[src/rtl/riscv_ctrl_pkg.sv]
// Shared control encodings for the multicycle RISC-V core:
// FSM state codes, opcodes and datapath select values.
package riscv_ctrl_pkg;

    typedef logic [3:0] state_t;

    localparam state_t S_FETCH    = 4'd0;
    localparam state_t S_DECODE   = 4'd1;
    localparam state_t S_MEMADR   = 4'd2;
    localparam state_t S_MEMREAD  = 4'd3;
    localparam state_t S_MEMWB    = 4'd4;
    localparam state_t S_MEMWRITE = 4'd5;
    localparam state_t S_EXECUTER = 4'd6;
    localparam state_t S_EXECUTEI = 4'd7;
    localparam state_t S_ALUWB    = 4'd8;
    localparam state_t S_BEQ      = 4'd9;
    localparam state_t S_JAL      = 4'd10;
    localparam state_t S_TRAP     = 4'd11;

    localparam logic [6:0] OP_LW  = 7'b0000011;
    localparam logic [6:0] OP_SW  = 7'b0100011;
    localparam logic [6:0] OP_R   = 7'b0110011;
    localparam logic [6:0] OP_I   = 7'b0010011;
    localparam logic [6:0] OP_BEQ = 7'b1100011;
    localparam logic [6:0] OP_JAL = 7'b1101111;

    localparam logic [1:0] ALUOP_ADD   = 2'b00;
    localparam logic [1:0] ALUOP_SUB   = 2'b01;
    localparam logic [1:0] ALUOP_FUNCT = 2'b10;

    localparam logic [1:0] SRCA_PC    = 2'b00;
    localparam logic [1:0] SRCA_OLDPC = 2'b01;
    localparam logic [1:0] SRCA_RD1   = 2'b10;

    localparam logic [1:0] SRCB_RD2  = 2'b00;
    localparam logic [1:0] SRCB_IMM  = 2'b01;
    localparam logic [1:0] SRCB_FOUR = 2'b10;

    localparam logic [1:0] RES_ALUOUT    = 2'b00;
    localparam logic [1:0] RES_DATA      = 2'b01;
    localparam logic [1:0] RES_ALURESULT = 2'b10;

    localparam logic [1:0] IMM_I = 2'b00;
    localparam logic [1:0] IMM_S = 2'b01;
    localparam logic [1:0] IMM_B = 2'b10;
    localparam logic [1:0] IMM_J = 2'b11;

    function automatic logic op_known(input logic [6:0] op);
        return (op == OP_LW) || (op == OP_SW) || (op == OP_R)
            || (op == OP_I) || (op == OP_BEQ) || (op == OP_JAL);
    endfunction

endpackage

[src/rtl/imm_src_decoder.sv]
// Combinational opcode to immediate-format decode.
// Unknown opcodes fall back to the I format.
module imm_src_decoder
    import riscv_ctrl_pkg::*;
(
    input  logic [6:0] op,
    output logic [1:0] imm_src
);

    always_comb begin
        imm_src = IMM_I;
        unique case (1'b1)
            (op == OP_SW):  imm_src = IMM_S;
            (op == OP_BEQ): imm_src = IMM_B;
            (op == OP_JAL): imm_src = IMM_J;
            default:        imm_src = IMM_I;
        endcase
    end

endmodule

[src/rtl/main_fsm.sv]
// Multicycle control FSM: fetch/decode/execute/mem/writeback sequencing.
// Define MAIN_FSM_ILLEGAL_TRAP_EN to trap unknown opcodes in a TRAP state.
module main_fsm
    import riscv_ctrl_pkg::*;
#(
    parameter bit ILLEGAL_STICKY = 1'b1
) (
    input  logic       clk,
    input  logic       reset,
    input  logic [6:0] op,
    input  logic       Zero,
    output logic [1:0] ALUOp,
    output logic [1:0] ALUSrcA,
    output logic [1:0] ALUSrcB,
    output logic [1:0] ResultSrc,
    output logic       AdrSrc,
    output logic [1:0] ImmSrc,
    output logic       IRWrite,
    output logic       PCWrite,
    output logic       RegWrite,
    output logic       MemWrite,
    output logic       InstrDone,
    output logic       Illegal
);

`ifdef MAIN_FSM_ILLEGAL_TRAP_EN
    localparam bit TRAP_EN = 1'b1;
`else
    localparam bit TRAP_EN = 1'b0;
`endif

    state_t state;
    state_t state_n;

    logic ir_w;
    logic pc_upd;
    logic branch;
    logic reg_w;
    logic mem_w;
    logic done;
    logic ill;

    always_ff @(posedge clk or posedge reset) begin
        if (reset) begin
            state <= S_FETCH;
        end else begin
            state <= state_n;
        end
    end

    always_comb begin
        state_n   = S_FETCH;
        ALUOp     = ALUOP_ADD;
        ALUSrcA   = SRCA_PC;
        ALUSrcB   = SRCB_RD2;
        ResultSrc = RES_ALUOUT;
        AdrSrc    = 1'b0;
        ir_w      = 1'b0;
        pc_upd    = 1'b0;
        branch    = 1'b0;
        reg_w     = 1'b0;
        mem_w     = 1'b0;
        done      = 1'b0;
        ill       = 1'b0;
        case (state)
            S_FETCH: begin
                ir_w      = 1'b1;
                ALUSrcB   = SRCB_FOUR;
                ResultSrc = RES_ALURESULT;
                pc_upd    = 1'b1;
                state_n   = S_DECODE;
            end
            S_DECODE: begin
                ALUSrcA = SRCA_OLDPC;
                ALUSrcB = SRCB_IMM;
                unique case (1'b1)
                    (op == OP_LW),
                    (op == OP_SW):  state_n = S_MEMADR;
                    (op == OP_R):   state_n = S_EXECUTER;
                    (op == OP_I):   state_n = S_EXECUTEI;
                    (op == OP_BEQ): state_n = S_BEQ;
                    (op == OP_JAL): state_n = S_JAL;
                    default: begin
                        // Without a trap, an unknown op retires as a NOP here.
                        state_n = TRAP_EN ? S_TRAP : S_FETCH;
                        done    = !TRAP_EN;
                    end
                endcase
            end
            S_MEMADR: begin
                ALUSrcA = SRCA_RD1;
                ALUSrcB = SRCB_IMM;
                unique case (1'b1)
                    (op == OP_LW): state_n = S_MEMREAD;
                    (op == OP_SW): state_n = S_MEMWRITE;
                    default:       state_n = S_FETCH;
                endcase
            end
            S_MEMREAD: begin
                AdrSrc  = 1'b1;
                state_n = S_MEMWB;
            end
            S_MEMWB: begin
                ResultSrc = RES_DATA;
                reg_w     = 1'b1;
                done      = 1'b1;
                state_n   = S_FETCH;
            end
            S_MEMWRITE: begin
                AdrSrc  = 1'b1;
                mem_w   = 1'b1;
                done    = 1'b1;
                state_n = S_FETCH;
            end
            S_EXECUTER: begin
                ALUSrcA = SRCA_RD1;
                ALUOp   = ALUOP_FUNCT;
                state_n = S_ALUWB;
            end
            S_EXECUTEI: begin
                ALUSrcA = SRCA_RD1;
                ALUSrcB = SRCB_IMM;
                ALUOp   = ALUOP_FUNCT;
                state_n = S_ALUWB;
            end
            S_ALUWB: begin
                reg_w   = 1'b1;
                done    = 1'b1;
                state_n = S_FETCH;
            end
            S_BEQ: begin
                ALUSrcA = SRCA_RD1;
                ALUOp   = ALUOP_SUB;
                branch  = 1'b1;
                done    = 1'b1;
                state_n = S_FETCH;
            end
            S_JAL: begin
                ALUSrcA = SRCA_OLDPC;
                ALUSrcB = SRCB_FOUR;
                pc_upd  = 1'b1;
                state_n = S_ALUWB;
            end
            S_TRAP: begin
                ill     = TRAP_EN;
                state_n = (TRAP_EN && ILLEGAL_STICKY) ? S_TRAP : S_FETCH;
            end
            default: begin
                state_n = S_FETCH;
            end
        endcase
    end

    imm_src_decoder u_imm (
        .op      (op),
        .imm_src (ImmSrc)
    );

    // Enables are masked by reset so FETCH does not write while held in reset.
    assign IRWrite   = !reset && ir_w;
    assign PCWrite   = !reset && (pc_upd || (branch && Zero));
    assign RegWrite  = !reset && reg_w;
    assign MemWrite  = !reset && mem_w;
    assign InstrDone = !reset && done;
    assign Illegal   = !reset && ill;

endmodule

[config.mk]
export PLATFORM = sky130hd
export DESIGN_NAME = main_fsm
export DESIGN_NICKNAME = d
export VERILOG_FILES = /design/src/rtl/riscv_ctrl_pkg.sv /design/src/rtl/imm_src_decoder.sv /design/src/rtl/main_fsm.sv
export SDC_FILE = /design/constraint.sdc
export NUM_CORES = 1
export LEC_CHECK = 0
export CAP_MARGIN = 10
export CORE_MARGIN = 2
export CORE_UTILIZATION = 43
export CTS_CLUSTER_SIZE = 20
export DETAILED_ROUTE_END_ITERATION = 8
export PLACE_DENSITY = 0.83
export SYNTH_ARGS = -nofsm -noshare
export SYNTH_HDL_FRONTEND = slang
export SYNTH_HIERARCHICAL = 1
export SYNTH_SLANG_ARGS = --single-unit
[constraint.sdc]
create_clock -name clk -period 2.9 [get_ports clk]
set_clock_uncertainty 0.15 [all_clocks]
set_input_delay 0.58 -clock clk [delete_from_list [all_inputs] [get_ports clk]]
set_output_delay 0.58 -clock clk [all_outputs]
set_load 0.005 [all_outputs]
==> flow_metrics.tcl, run 1 <==
set metrics [dict create \
    outcome "finished, final reports clean" \
    grtUsageMet1 0.233 \
    cts_buffers 3 \
    multiInputGateArea_um2 439 \
    numPortBuffers 25 \
    first_iter_violations 1 \
    powerDensity_nw_per_um2 456 \
    initial_core_util 0.453 \
    grt_pass1_wl_um 2420 \
    ys_seq_elements 4 \
    rsz0062_at_grt "false" \
    clk_latency_ns 0.24 \
    use_met2 0.421 \
    cp-start-kind "input port" \
    synth_cell_types 37 \
    grt_pass1_vias 594 \
    top_regs "state x4" \
    ys_seq_area_frac 0.174 \
    root_buffer "clkbuf_4" \
    nets 123 \
    place_ws_ns -0.114 \
    power_leakage_uw 0.000388 \
    die-area_um2 1640 \
    synth_top_area_share 0.174 \
    cts.sinks 4 \
    tns_ns 0 \
    ff_latch_area_um2 100 \
    arrival_ns 2.05 \
    vias 679 \
    async_reset_ff_frac 1.00 \
    grt_overflow_total 0 \
    regMostFlops "state" \
    io_pins 27 \
    syn-num-nets 88 \
    rows 13 \
    hold_violations 0 \
    avgSynthCellArea_um2 7.36 \
    cts_tree "done" \
    netlist_instances 78 \
    antenna_found_initial 0 \
    ant_nets 0 \
    final_cells 126 \
    hold_path.class "in -> async" \
    ys_top_cells_by_count "nor2_1, nand2_1, nor3_1" \
    drc_errors 0 \
    core_area_um2 1270 \
    max_freq_ghz 0.359 \
    largest_register_ffs 4 \
    critical_path_buf_inv_count 2 \
    drive_gt1_frac 0.171 \
    post_cts_buffers 0 \
    cpMaxStageDelayCell "clkdlybuf4s50_1" \
    dp.cells 123 \
    cp-end-kind "output pin" \
    synth_area_um2 574 \
    setup_viol 0 \
    path_clk_slew_ns 0.04 \
    yosys.area.top_type "dfrtp_1" \
    die_h_um 40.5 \
    antenna_cells 0 \
    synthFlopType "dfrtp_1" \
    routabilityCongestion 0.780 \
    slew_viol_final 0 \
    grt_usage 0.219 \
    worst_slack_ns 0.118 \
    use_met3 0.0333 \
    required_ns 2.17 \
    fill_cells 114 \
    synth-edff-count 0 \
    die_w_um 40.5 \
    yosys_warnings 6 \
    worstSetupPathType "in -> out" \
    yosysMostFrequentCell "nor2_1" \
    crit_top_cell "clkdlybuf4s50_1" \
    vias_per_cell 5.39 \
    routed_wl_um 1550 \
    path_delay_family "buffers and inverters" \
    period_minus_slack_ns 2.78 \
    place_hpwl_um 1160 \
    clockBufferDepth 2 \
    crit_path_cell_trace "clkdlybuf4s50_1 > and4b_1 > a21boi_1 > clkdlybuf4s50_1" \
    total_power_uw 420 \
    synthTopCellsByArea "dfrtp_1, nor2_1, xnor2_1, nand4bb_4, nand2_1" \
    grt_max_degree 18 \
    post-route-period-util 0.959 \
    areaGrowthSynthToFinish_pct 60.1 \
    wl_per_cell_um 12.3 \
    drv_cap 0 \
    ir_drop_v 0.000282 \
    worst-path-max-fanout 3 \
    hold-worst-slack_ns 0.577 \
    busiest_layer "met2" \
    drt_first_pass_iters 4 \
    max_stage_delay_ns 0.56 \
    htreeDepth 1 \
]
[per-stage QoR]
stage | utilization | cell area (um2)
floorplan | - | 574
global placement | 0.702 | 891
detailed placement | 0.702 | 891
CTS | 0.719 | 912
global route | 0.725 | 920
finish | 0.725 | 920
[worst reg2reg max path: stages (launching register included)]
cell and delay, ns:
dfrtp_1 0.64, nand2b_1 0.22, nor3_2 0.22, o221a_1 0.20
[final cells by class]
class | count | area share
timing repair buffer | 35 | 0.361
inverter | 2 | 0.00816
multi-input combinational | 67 | 0.478
clock buffer | 3 | 0.0245
tap | 15 | 0.0204
sequential | 4 | 0.109
[path summary, 6_finish.rpt]
check	start	end	slack, ns	depth (start not counted)
max in group asynchronous	reset	state[0]$_DFF_PP0_	1.87	2
min in group clk	state[2]$_DFF_PP0_	state[2]$_DFF_PP0_	0.58	2
worst min register to register	state[2]$_DFF_PP0_	state[2]$_DFF_PP0_	0.58	2
worst max register to register	state[0]$_DFF_PP0_	state[1]$_DFF_PP0_	1.41	3
worst min-delay path	reset	state[1]$_DFF_PP0_	0.58	2
worst max-delay path	op[1]	ImmSrc[0]	0.12	4
[placed cells by master (no fill, tap or decap), drive strengths merged, types with 2 or more instances in the layout]
master / netlist / layout
a31oi: 4 / 4
buf: 5 / 10
clkbuf: 0 / 3
clkdlybuf4s50: 0 / 21
dfrtp: 4 / 4
dlymetal6s2s: 0 / 3
inv: 2 / 2
nand2: 7 / 7
nand2b: 4 / 4
nand3: 3 / 3
nor2: 13 / 13
nor2b: 2 / 2
nor3: 6 / 6
nor3b: 3 / 3
or2: 2 / 2
xnor2: 4 / 4
[timing repair]
item	in CTS	in global routing
endpoints found under the setup margin	1	1
hold buffers	0	0
resized for setup	1	3
[layer usage]
metal,routed length (um),vias to the layer above
met5,0,-
met4,21,0
met3,72,2
met2,793,22
met1,661,312
li1,-,343
[cells by family after synthesis]
family / count (synthesis) / synth area share
buffers and inverters: 7 / 0.0610
AO/OA/AOI/OAI: 14 / 0.187
XOR/XNOR: 5 / 0.0762
other: 1 / 0.00653
AND/OR/NAND/NOR: 47 / 0.495
flip-flops: 4 / 0.174
[power breakdown]
group          switching, uW  internal [uW]  leakage (uW)
clock network           25.6           46.5     0.0000138
registers               35.5           63.9     0.0000535
logic                    100            148      0.000321
No activity file was read; power rests on OpenSTA's default activity.
==> run 2: changes to the inputs <==
Settings changed: CORE_UTILIZATION 43 to 40, PLACE_DENSITY 0.83 to 0.78.
Clock period 2.9 ns to 3.1 ns, I/O delays scaled along.
==> run 2 against run 1 <==
Net effect:
- clock power down 12%
- largest power group unchanged
- sequential share of layout area grew 0.42 points
- highest routed layer is now met3
- design area is 3.7% lower
- core utilization is 5.2 points lower
- combinational power is 8.5% lower
- wire length is 8.4% lower
- die area increased by 6.7%
==> flow_metrics.tcl, run 2 (synthesis results as in run 1) <==
set metrics [dict create \
    layout_common_cells "clkdlybuf4s50_1, nor2_1, nand2_1" \
    numPortBuffers 25 \
    cts_buffers 3 \
    crit_path_cell_trace "clkdlybuf4s50_1 > nand4bb_4 > o2111ai_1 > a211oi_2 > clkdlybuf4s50_1" \
    max_stage_delay_ns 0.57 \
    die_w_um 41.9 \
    min_path_cells 2 \
    cp-start-kind "input port" \
    required_ns 2.33 \
    busiest_layer "met2" \
    r2r_end "state[1]$_DFF_PP0_" \
    ant_nets 0 \
    crit_top_cell "clkdlybuf4s50_1" \
    vias_per_cell 5.40 \
    postLayoutCellArea_um2 886 \
    use_met3 0.0522 \
    powerDensity_nw_per_um2 430 \
    period_minus_slack_ns 3.00 \
    core_area_um2 1320 \
    tns_ns 0 \
    ir_drop_v 0.000191 \
    r2r_start "state[0]$_DFF_PP0_" \
    post-route-period-util 0.969 \
    worst-path-max-fanout 5 \
    grt_usage 0.169 \
    r2r.worst_path.cells 3 \
    die_h_um 41.9 \
    top_regs "state x4" \
    final_common_cell "clkdlybuf4s50_1" \
    cp-end-kind "output pin" \
    max_freq_ghz 0.333 \
    routabilityCongestion 0.825 \
    setup_viol 0 \
    dpl_cell_area_um2 853 \
    antenna_found_initial 0 \
    clk_latency_ns 0.23 \
    holdPathEnd "state[0]$_DFF_PP0_" \
    routed_wl_um 1420 \
    use_met2 0.309 \
    hold_buffers 0 \
    initial_core_util 0.436 \
    power_leakage_uw 0.000371 \
    arrival_ns 2.23 \
    htreeDepth 1 \
    vias 654 \
    worstHoldStart "state[2]$_DFF_PP0_" \
    wl_per_cell_um 11.7 \
    grt_pass1_vias 570 \
    cpMaxStageDelayCell "clkdlybuf4s50_1" \
    grt_max_degree 18 \
    final_cells 121 \
    hold_path.class "reg -> reg" \
    cts_tree "done" \
    first_iter_violations 3 \
    drt_first_pass_iters 2 \
    outcome "finished, final reports clean" \
    nets 118 \
    die-area_um2 1750 \
    post_cts_buffers 0 \
    dp.cells 118 \
    root_buffer "clkbuf_4" \
    antenna_cells 0 \
    regMostFlops "state" \
    grt_pass1_wl_um 2350 \
    rows 13 \
    worstSetupPathType "in -> out" \
    slew_viol_final 0 \
    place_hpwl_um 1130 \
    drc_errors 0 \
    drive_gt1_frac 0.132 \
    hold-worst-slack_ns 0.542 \
    clockBufferDepth 2 \
    rsz0062_at_grt "false" \
    largest_register_ffs 4 \
    io_pins 27 \
    grt_overflow_total 0 \
    grtUsageMet1 0.179 \
    areaGrowthSynthToFinish_pct 54.2 \
    drv_cap 0 \
    path_clk_slew_ns 0.04 \
    r2r_slack_ns 1.65 \
    cts.sinks 4 \
    hold_violations 0 \
]
-- run 2: changes by cell type in the layout (fill, tap and decap cells not counted), sizes merged --
cell	before	now
dlygate4sd2	1	0
dlymetal6s2s	3	4
buf	10	5
-- run 2: through the flow --
stage	total power (uW)	setup WS (ns)	util
final	381	0.0966	0.672
after detailed placement	321	0.0208	0.648
after CTS	385	0.0169	0.665
after global placement	318	0.0415	0.648
after global routing	409	0.0144	0.672
after floorplan	203	1.08	-
-- run 2: layer usage --
layer  routed length [um]  part of all wire
met5                    0                 0
met4                    0                 0
met3                   78             0.055
met2                  749              0.53
met1                  589              0.42
-- run 2: power breakdown --
part | switching (uW) | leakage [uW] | internal [uW] | total [uW]
sequential | 31.0 | 0.0000535 | 59.8 | 90.8
clock | 19.9 | 0.0000138 | 43.2 | 63.1
combinational | 89.6 | 0.000304 | 138 | 227
total | 140 | 0.000371 | 241 | 381
-- run 2: cell type report --
type | count | area [um2]
inverter | 2 | 7.51
tap | 15 | 18.8
fill | 115 | 432
clock buffer | 3 | 22.5
sequential | 4 | 100
timing repair buffer | 30 | 298
multi-input combinational | 67 | 439
-- run 2: worst max path at each step --
stage / end / depth (start not counted) / startpoint
after global placement: InstrDone / 6 / op[6]
after CTS: InstrDone / 6 / op[6]
after floorplan: InstrDone / 4 / op[4]
after detailed placement: InstrDone / 6 / op[6]
after global routing: InstrDone / 5 / op[2]
final: InstrDone / 5 / op[2]
-- run 2: worst max-delay path, delay by kind of cell --
kind	cells	cell delay [ns]
simple gates	1	0.20
compound gates	2	0.32
buf+inv	2	1.09
-- run 2: what timing repair did --
item	CTS	global route
resized for setup	0	4
setup endpoints to repair	0	1
endpoints found under the hold margin	0	0
==> run 3: changes to the inputs <==
Settings changed: CORE_ASPECT_RATIO from default to 1.1.
==> run 3 against run 2 <==
Net effect:
- maximum frequency is 0.67% higher
- final cell count is 0.83% higher
- clock power is 4.3% higher
- clock-buffer cell count stayed put
- hold slack better by 0.090 ns
- largest power group unchanged
==> flow_metrics.tcl, run 3 (synthesis results as in run 1) <==
set metrics [dict create \
    outcome "finished, final reports clean" \
    grtUsageMet1 0.242 \
    cts_resized 0 \
    hold_path.class "in -> async" \
    post_cts_buffers 0 \
    rsz0062_at_grt "false" \
    first_iter_violations 8 \
    ir_drop_v 0.000260 \
    relSlewSlack 0.646 \
    grt_overflow_total 0 \
    io_pins 27 \
    die_h_um 43.7 \
    cpMaxStageDelayCell "clkdlybuf4s50_1" \
    antenna_cells 0 \
    cts_tree "done" \
    max_stage_delay_ns 0.56 \
    power_leakage_uw 0.000372 \
    ant_nets 0 \
    drv_cap 0 \
    required_ns 2.33 \
    max_freq_ghz 0.335 \
    vias 663 \
    worst_pin_slew_ns 0.532 \
    tns_ns 0 \
    drive_gt1_frac 0.151 \
    crit_top_cell "clkdlybuf4s50_1" \
    worst_slack_ns 0.117 \
    postLayoutCellArea_um2 895 \
    crit_path_cell_trace "clkdlybuf4s50_1 > nand4bb_4 > o2111ai_2 > a211oi_2 > clkdlybuf4s50_1" \
    grt_usage 0.210 \
    vias_per_cell 5.43 \
    grt_pass1_wl_um 2550 \
    setup_viol 0 \
    wl_per_cell_um 12.6 \
    grt_max_degree 18 \
    antenna_found_initial 0 \
    core_area_um2 1350 \
    numPortBuffers 25 \
    use_met3 0.0462 \
    post-route-period-util 0.962 \
    top_regs "state x4" \
    drt_first_pass_iters 4 \
    rows 14 \
    routed_wl_um 1540 \
    hold_violations 0 \
    nets 118 \
    die_w_um 40.1 \
    dpl_cell_area_um2 855 \
    routabilityCongestion 0.746 \
    place_ws_ns 0.00533 \
    hold_buffers 0 \
    cts.sinks 4 \
    final_common_cell "clkdlybuf4s50_1" \
    busiest_layer "met2" \
    drc_errors 0 \
    die-area_um2 1760 \
    root_buffer "clkbuf_4" \
    period_minus_slack_ns 2.98 \
    path_clk_slew_ns 0.04 \
    cp-end-kind "output pin" \
    worstSetupPathType "in -> out" \
    cts_buffers 3 \
    worst-path-max-fanout 5 \
    initial_core_util 0.426 \
    areaGrowthSynthToFinish_pct 55.8 \
    largest_register_ffs 4 \
    fill_cells 122 \
    htreeDepth 1 \
    cp-start-kind "input port" \
    place_hpwl_um 1150 \
    clockBufferDepth 2 \
    clk_latency_ns 0.24 \
    slew_viol_final 0 \
    regMostFlops "state" \
    arrival_ns 2.21 \
    powerDensity_nw_per_um2 438 \
    layout_common_cells "clkdlybuf4s50_1, nor2_1, nand2_1" \
    grt_pass1_vias 591 \
    final_util 0.663 \
    use_met2 0.358 \
]
run 3: cell counts in the layout (fill, tap and decap cells not counted):
No cell type changed its count.
run 3: cell type report:
| cell class | count | area [um2] | area share |
|---|---|---|---|
| multi-input combinational | 67 | 447 | 0.499 |
| timing repair buffer | 30 | 298 | 0.333 |
| sequential | 4 | 100 | 0.112 |
| clock buffer | 3 | 22.5 | 0.0252 |
| tap | 16 | 20.0 | 0.0224 |
| inverter | 2 | 7.51 | 0.00839 |
run 3: where the power goes:
part	leakage (uW)	total, uW	internal, uW	switching [uW]
clock	0.0000138	65.8	43.4	22.4
sequential	0.0000535	96.1	59.7	36.4
combinational	0.000305	230	141	89.1
run 3: critical path, delay by kind of cell:
family	cells	cell delay, ns
buffers and inverters	2	1.08
and+or+nand+nor	1	0.19
AOI/OAI and AO/OA	2	0.32
run 3: stage by stage:
stage | hold WS [ns] | total power [uW] | cells
5_1_grt | 0.650 | 423 | 122
3_5_place_dp | 0.627 | 323 | 119
2_1_floorplan | 0.236 | 203 | 78
4_1_cts | 0.624 | 388 | 122
6_report | 0.632 | 392 | 122
3_3_place_gp | 0.614 | 315 | 119
run 3: final timing paths:
kind	startpoint	endpoint	slack, ns	depth (start not counted)
setup reg to reg	state[0]$_DFF_PP0_	state[1]$_DFF_PP0_	1.54	3
setup / recovery	op[3]	InstrDone	0.12	5
min in group clk	state[1]$_DFF_PP0_	state[2]$_DFF_PP0_	0.66	2
max in group asynchronous	reset	state[0]$_DFF_PP0_	2.01	2
hold / removal	reset	state[1]$_DFF_PP0_	0.63	2
hold reg to reg	state[1]$_DFF_PP0_	state[2]$_DFF_PP0_	0.66	2
run 3: routing by layer:
metal | part of all wire | vias to the layer above
li1 | - | 334
met1 | 0.42 | 299
met2 | 0.52 | 28
met3 | 0.053 | 2
met4 | 0.0078 | 0
met5 | 0 | -
